===== config.mk =====
export PLATFORM = sky130hd
export DESIGN_NAME = adder_seq_wide
export DESIGN_NICKNAME = d
export VERILOG_FILES = /design/src/rtl/adder_seq_wide.sv
export SDC_FILE = /design/constraint.sdc
export NUM_CORES = 1
export LEC_CHECK = 0
export CORE_MARGIN = 2
export CORE_UTILIZATION = 50
export CTS_BUF_LIST = sky130_fd_sc_hd__clkbuf_4 sky130_fd_sc_hd__clkbuf_8
export CTS_CLUSTER_SIZE = 24
export DETAILED_ROUTE_END_ITERATION = 10
export PLACE_DENSITY = 0.82
export RECOVER_POWER = 100
export SLEW_MARGIN = 20
export SYNTH_ARGS = -nofsm -noshare
export SYNTH_HDL_FRONTEND = slang
export SYNTH_SLANG_ARGS = --single-unit

===== constraint.sdc =====
create_clock -name clk -period 3.7 [get_ports clk]
set_input_delay 0.925 -clock clk [delete_from_list [all_inputs] [get_ports clk]]
set_output_delay 0.925 -clock clk [all_outputs]
set_load 0.01 [all_outputs]

===== src/rtl/adder_seq_wide.sv =====
// adder_seq_wide: byte-serial wide adder over one 8-bit carry-select slice, LSB first.
// Define ADDER_SEQ_SUB_EN to let inSub invert operand B for subtraction.

module adder_cs_8bit (
   input  logic [7:0] a,
   input  logic [7:0] b,
   input  logic       cin,
   output logic [7:0] sum,
   output logic       cout
);
   logic [4:0] lo;
   logic [4:0] hi0;
   logic [4:0] hi1;

   // Upper nibble is computed for both possible carries; the low nibble carry selects.
   always_comb begin
      lo   = {1'b0, a[3:0]} + {1'b0, b[3:0]} + {4'b0000, cin};
      hi0  = {1'b0, a[7:4]} + {1'b0, b[7:4]};
      hi1  = {1'b0, a[7:4]} + {1'b0, b[7:4]} + 5'd1;
      sum  = {(lo[4] ? hi1[3:0] : hi0[3:0]), lo[3:0]};
      cout = lo[4] ? hi1[4] : hi0[4];
   end
endmodule

module adder_seq_wide #(
   parameter int unsigned WORDS = 4
) (
   input  logic               clk,
   input  logic               rst_n,
   input  logic               inValid,
   output logic               inReady,
   input  logic [8*WORDS-1:0] inA,
   input  logic [8*WORDS-1:0] inB,
   input  logic               inCarry,
   input  logic               inSub,
   output logic               outValid,
   input  logic               outReady,
   output logic [8*WORDS-1:0] outSum,
   output logic               outCarry,
   output logic               outOverflow,
   output logic               outZero
);
   localparam int unsigned W    = 8 * WORDS;
   localparam int unsigned IdxW = $clog2(WORDS);

   localparam logic [1:0] IDLE = 2'd0;
   localparam logic [1:0] RUN  = 2'd1;
   localparam logic [1:0] DONE = 2'd2;

`ifdef ADDER_SEQ_SUB_EN
   localparam logic SubEn = 1'b1;
`else
   localparam logic SubEn = 1'b0;
`endif

   logic [1:0]      state_q, state_d;
   logic [IdxW-1:0] idx_q, idx_d;
   logic [W-1:0]    a_q, a_d;
   logic [W-1:0]    b_q, b_d;
   logic            carry_q, carry_d;
   logic [W-1:0]    res_q, res_d;
   logic [W-1:0]    sum_q, sum_d;
   logic            cout_q, cout_d;
   logic            ovf_q, ovf_d;
   logic            have_q, have_d;

   logic [7:0] byte_a;
   logic [7:0] byte_b;
   logic [7:0] byte_s;
   logic       byte_c;

   assign byte_a = a_q[{idx_q, 3'b000} +: 8];
   assign byte_b = b_q[{idx_q, 3'b000} +: 8];

   adder_cs_8bit u_add (
      .a    (byte_a),
      .b    (byte_b),
      .cin  (carry_q),
      .sum  (byte_s),
      .cout (byte_c)
   );

   always_comb begin
      state_d = state_q;
      idx_d   = idx_q;
      a_d     = a_q;
      b_d     = b_q;
      carry_d = carry_q;
      res_d   = res_q;
      sum_d   = sum_q;
      cout_d  = cout_q;
      ovf_d   = ovf_q;
      have_d  = have_q;
      case (state_q)
         IDLE: begin
            if (inValid) begin
               a_d     = inA;
               b_d     = inB ^ {W{inSub & SubEn}};
               carry_d = inCarry;
               idx_d   = '0;
               state_d = RUN;
            end
         end
         RUN: begin
            res_d[{idx_q, 3'b000} +: 8] = byte_s;
            carry_d = byte_c;
            idx_d   = idx_q + IdxW'(1);
            // Published outputs only change when a full result is ready.
            if (idx_q == IdxW'(WORDS - 1)) begin
               state_d = DONE;
               sum_d   = res_d;
               cout_d  = byte_c;
               ovf_d   = (a_q[W-1] == b_q[W-1]) && (byte_s[7] != a_q[W-1]);
               have_d  = 1'b1;
            end
         end
         DONE: begin
            if (outReady) begin
               state_d = IDLE;
            end
         end
         default: state_d = IDLE;
      endcase
   end

   always_ff @(posedge clk or negedge rst_n) begin
      if (!rst_n) begin
         state_q <= IDLE;
         idx_q   <= '0;
         a_q     <= '0;
         b_q     <= '0;
         carry_q <= 1'b0;
         res_q   <= '0;
         sum_q   <= '0;
         cout_q  <= 1'b0;
         ovf_q   <= 1'b0;
         have_q  <= 1'b0;
      end else begin
         state_q <= state_d;
         idx_q   <= idx_d;
         a_q     <= a_d;
         b_q     <= b_d;
         carry_q <= carry_d;
         res_q   <= res_d;
         sum_q   <= sum_d;
         cout_q  <= cout_d;
         ovf_q   <= ovf_d;
         have_q  <= have_d;
      end
   end

   assign inReady     = (state_q == IDLE);
   assign outValid    = (state_q == DONE);
   assign outSum      = sum_q;
   assign outCarry    = cout_q;
   assign outOverflow = ovf_q;
   // have_q keeps outZero at 0 until the first result exists.
   assign outZero     = have_q & ~|sum_q;

endmodule


Word level (Yosys, flattened, before mapping)

Index checks and enable logic that the tools add are counted.

Flip-flop bits (word level): 136
Bits in latches: 0
Memory bits (writable): 0
Memory bits (read-only): 0
Bits of input ports: 70
Output and inout bits: 37
Word-level logic and storage cells: 49
Memories kept: 0

Add/sub/neg operators: 6
Multipliers: 0
Div/mod/pow operators: 0
Order comparisons: 0
Equality and inequality tests: 8
Shift-type cells: 4
Mux-type cells: 11
Bitwise logic cells: 1
Reduce and logical (&&, ||, !) cells: 9

Operators with widths:

| kind                                                                     | number |
|---|---|
| 32-bit by 6-bit indexed part select with 8-bit output                    | 2 |
| 32-bit bitwise mux                                                       | 1 |
| 32-bit OR reduction                                                      | 1 |
| 8-bit by 7-bit variable shift with 32-bit output (first input constant)  | 1 |
| 8-bit by 7-bit indexed part select with 32-bit output                    | 1 |
| 4-bit by 4-bit adder with 5-bit output                                   | 2 |
| 2-bit two-way mux                                                        | 4 |
| 5-bit negation with 7-bit output                                         | 1 |
| 2-bit one-hot mux with 3 select lines                                    | 1 |
| 2-bit AND reduction                                                      | 3 |
| 5-bit by 1-bit adder with 5-bit output                                   | 1 |
| 5-bit by 1-bit adder with 5-bit output (second input constant)           | 1 |
| 2-bit equality test (second input constant)                              | 2 |
| 4-bit two-way mux                                                        | 1 |
| 2-bit inequality test (second input constant)                            | 2 |
| 2-bit one-hot mux with 2 select lines                                    | 1 |
| 3-bit AND reduction                                                      | 1 |
| 2-bit by 1-bit adder with 2-bit output (second input constant)           | 1 |
| 2-bit by 1-bit equality test with 1-bit output (second input constant)   | 1 |
| 2-bit zero test                                                          | 1 |
| 1-bit two-way mux                                                        | 2 |
| 2-bit by 1-bit inequality test with 1-bit output (second input constant) | 1 |
| 1-bit one-hot mux with 2 select lines                                    | 1 |
| 2-bit nonzero test                                                       | 1 |
| other kinds (5)                                                          | 5 |

Longest topological paths before layout

Word-level depth: 6
Gate-level depth with buffers: 11
Gate-level depth less buffers: 9

Cells and area by module

Synthesis repeated with hierarchy kept, for this count alone.

Cell total of the unflattened synthesis: 595
Area total of the unflattened synthesis: 5983.2 µm²

By module, submodules not included:

| module         | times used | cells an instance | area each (µm²) | sequential area each (µm²) |
|---|---|---|---|---|
| adder_seq_wide | 1          | 548               | 5599.1          | 3203.1 |
| adder_cs_8bit  | 1          | 47                | 384.1           | 0.0 |

Least setup slack after synthesis

No wires, ideal clock.

Path kind: register -> register
Start point: reg idx_q[0]
End point: reg sum_q[15], in the netlist outSum[15]
Setup time: 92 ps
Arrival: 3298 ps
Required time: 3608 ps
Setup slack: 310 ps
Cell stages (with the launch flop): 12
Buffers on the path: 3
Period minus slack after synthesis: 3390 ps
Path through: dfrtp_1 buf_2 buf_4 mux4_2 ha_1 fa_1 xor2_2 and3_1 a211o_1 and2_1 buf_6 o31ai_2

Longest elaborated chain between the ends: 6
Elaborated cells between the ends (all ways): 13
Classes of those cells: add/sub: 5; eq/ne: 1; shift: 4; mux: 2; reduce/logical: 1

Ends and longest elaborated chain:

| what                                                                            | RTL line   | RTL |
|---|---|---|
| start: declaration                                                              | 57         | `logic [IdxW-1:0] idx_q, idx_d;` |
| start signal: assignment                                                        | 140        | `idx_q <= idx_d;` |
| 32-bit by 6-bit indexed part select with 8-bit output, on equally long branches | 72, 73     |  |
| 4-bit by 4-bit adder with 5-bit output, on equally long branches                | 18, 19, 17 |  |
| 5-bit by 1-bit adder with 5-bit output, on equally long branches                | 19, 17     |  |
| 4-bit two-way mux                                                               | 20         | `sum = {(lo[4] ? hi1[3:0] : hi0[3:0]), lo[3:0]};` |
| 8-bit by 7-bit indexed part select with 32-bit output                           | 105        | `res_d[{idx_q, 3'b000} +: 8] = byte_s;` |
| 32-bit bitwise mux                                                              | 105        |  |
| end signal: assignment                                                          | 145        | `sum_q <= sum_d;` |
| end: declaration                                                                | 62         | `logic [W-1:0] sum_q, sum_d;` |

Parallel ways exist; a longest one is shown, timed or not.
A chain may end at the register's enable or synchronous reset.

Final worst setup path

Start point: reg idx_q[0]
End point: reg sum_q[4], in the netlist outSum[4]

The elaborated chain is that of the path after synthesis.

==> impl_metrics.env <==
export IMPL_status="finished, violations left"
export IMPL_violations="max-capacitance violations, max-slew violations"
export IMPL_critical_path_class="flop to flop"
export IMPL_clk_pin_slew_ns=0.07
export IMPL_worstHoldPathType="flop to flop"
export IMPL_synth_async_reset_ratio=1.00
export IMPL_cts_buffer_depth=2
export IMPL_drt_initial_drc_count=286
export IMPL_cts_resized=0
export IMPL_cts_buffers=17
export IMPL_synthAdderAreaFrac=0.0371
export IMPL_crit_path_top_delay_cell="dfrtp_1"
export IMPL_cp_required_ns=4.08
export IMPL_rsz0062_at_grt="false"
export IMPL_nNetsFinal=717
export IMPL_cp_slowest_stage_delay_ns=0.60
export IMPL_io_buffers=105
export IMPL_yosysUniqueCellTypes=48
export IMPL_synth_top_family_by_area="multiplexers"
export IMPL_regArea_sq_um=3400
export IMPL_finClkSkew_ns=0.0115
export IMPL_arrival_ns=3.81
export IMPL_clock_sinks=136
export IMPL_fin_crit_ns=3.43
export IMPL_critPathMaxFanout=11
export IMPL_critical_path_cell_chain="buf_4 > mux4_2 > fa_1 > inv_1 > fa_1 > nand2b_1 > a21oi_2 > xor2_1 > clkbuf_1 > a221oi_1 > nor2_1"
export IMPL_cp_top_family="buffers and inverters"
export IMPL_rows=41
export IMPL_dr_pass1_iters=5
export IMPL_mostFrequentLayoutCells="dfrtp_1 (136), mux2_1 (67), clkdlybuf4s50_1 (66)"
export IMPL_gp_congestion=0.866
export IMPL_syn_area_per_cell_sq_um=12.2
export IMPL_antenna_found_initial=0
export IMPL_netlist_area_sq_um=6330
export IMPL_synth_edf_count=0
export IMPL_end_kind="flop"
export IMPL_synthMuxAreaShare=0.179
export IMPL_postRouteAntennaNets=0
export IMPL_grt_max_degree=65
export IMPL_finalSetupViolations=0
export IMPL_dp_slack_ns=0.267
export IMPL_worst_slack_ns=0.272
export IMPL_tns_ns=0
export IMPL_die_y_um=117
export IMPL_yosys_register_bits=136
export IMPL_fillers=1013
export IMPL_num_antenna_cells=0
export IMPL_tightest_slew_ns=1.59
export IMPL_initial_core_util=0.506
export IMPL_drt_drc_violations_left=0
export IMPL_synth_area_leader_cell="dfrtp_1"
export IMPL_postSynthCellCount=518
export IMPL_synthXorXnorAreaFrac=0.0109
export IMPL_synthFlopType="dfrtp_1"
export IMPL_area_growth_pct=25.0
export IMPL_maxSlewViolCount=65
export IMPL_cts_root_buf="clkbuf_8"
export IMPL_max_slew_margin=-0.0577
export IMPL_cp_num_buf_inv=3
export IMPL_fmax_ghz=0.292
export IMPL_seq_area_frac_synth=0.537
export IMPL_die_area_sq_um=13600
export IMPL_synth_top_cell_area_share=0.537
export IMPL_vias=4512
export IMPL_gr_total_overflow=0
export IMPL_cts_hold_buffers_added=0
export IMPL_ios=107
export IMPL_dp_hpwl_um=10800
export IMPL_yosys_area_share_simple=0.0927
export IMPL_post_cts_buffers=0
export IMPL_grt_pass1_vias=4739
export IMPL_grt_pass1_wl_um=24200
export IMPL_routed_wl_um=14400
export IMPL_dieWidth_um=117
export IMPL_startpoint_type="flop"
export IMPL_cts_tree="built"
export IMPL_drv_cap=1
export IMPL_syn_nets=605
export IMPL_clk_latency_ns=0.45
export IMPL_synth_compound_area_frac=0.114
export IMPL_coreArea_sq_um=12500
export IMPL_h_tree_depth=4
export IMPL_via_per_inst=5.54
export IMPL_wl_per_cell_um=17.7
export IMPL_hold_violations=0
export IMPL_synth_area_top_cells="dfrtp_1 (54%), mux2_1 (12%), mux4_2 (5.7%)"
export IMPL_cpMostUsedCell="fa_1"
export IMPL_synth_warnings=0
export IMPL_grtUsageTotal=0.239
export IMPL_min_period_over_period=0.926
export IMPL_drive_gt1_frac=0.104
export IMPL_multi_input_area_sq_um=2750
export IMPL_mostFrequentLayoutCell="dfrtp_1"
## area by class of cell
type | count | share of cell area
sequential | 136 | 0.430
multi-input combinational | 339 | 0.347
timing repair buffer | 122 | 0.144
clock buffer | 23 | 0.0360
tap | 172 | 0.0272
clock inverter | 9 | 0.00964
inverter | 14 | 0.00664
## cell families (layout without fill, tap and decap cells)
| family | after synthesis | count (layout) |
|---|---|---|
| AO/OA/AOI/OAI | 112 | 112 |
| XOR/XNOR | 7 | 7 |
| adder cells (fa/ha/maj) | 17 | 17 |
| buffers and inverters | 43 | 168 |
| flip-flops | 136 | 136 |
| multiplexers | 85 | 85 |
| AND/OR/NAND/NOR | 118 | 118 |
## path summary, 6_finish.rpt
kind,from,end,slack [ns],depth (start not counted)
setup / recovery,idx_q[0],outSum[4],0.27,11
min in group asynchronous,rst_n,outSum[30],0.87,1
setup reg to reg,idx_q[0],outSum[4],0.27,11
max in group asynchronous,rst_n,b_q[10],1.07,2
hold / removal,have_q,have_q,0.47,1
hold reg to reg,have_q,have_q,0.47,1
## flip-flops by register name, indices dropped and copies added, names as in the netlist
signal       flops
res_q           32
outOverflow      1
a_q             32
carry_q          1
have_q           1
state_q          2
idx_q            2
outCarry         1
b_q             32
outSum          32
## through the flow
step / util / std cells / hold slack (ns) / instance area (sq um)
2_1_floorplan: - / 518 / 0.425 / 6330
3_3_place_gp: 0.608 / 783 / 0.442 / 7610
3_5_place_dp: 0.608 / 783 / 0.448 / 7610
4_1_cts: 0.637 / 815 / 0.469 / 7970
5_1_grt: 0.633 / 815 / 0.499 / 7920
6_report: 0.633 / 815 / 0.466 / 7920
## cell usage after synthesis (4+ instances only)
| cell type | n |
|---|---|
| buf_2 | 8 |
| a22o_1 | 16 |
| o31ai_2 | 4 |
| nor4_1 | 6 |
| clkbuf_1 | 17 |
| nor3b_1 | 4 |
| a221oi_1 | 10 |
| o21ai_1 | 32 |
| inv_1 | 12 |
| a21oi_1 | 36 |
| mux2_1 | 66 |
| mux4_2 | 16 |
| and3_1 | 4 |
| nand2b_1 | 4 |
| nor2_1 | 24 |
| ha_1 | 14 |
| dfrtp_1 | 136 |
| nand2_1 | 43 |
| nand4_1 | 4 |
| nor2b_1 | 16 |
## metal layers
| layer | global-route usage | vias to the layer above | part of all wire |
|---|---|---|---|
| met5 | 0 | - | 0 |
| met4 | 0.0839 | 0 | 0.022 |
| met3 | 0.0804 | 26 | 0.071 |
| met2 | 0.389 | 168 | 0.48 |
| met1 | 0.302 | 2214 | 0.42 |
| li1 | - | 2104 | - |
Power is not shown: default switching activity piles up to over one toggle a cycle in this logic, so the estimate is an artifact.
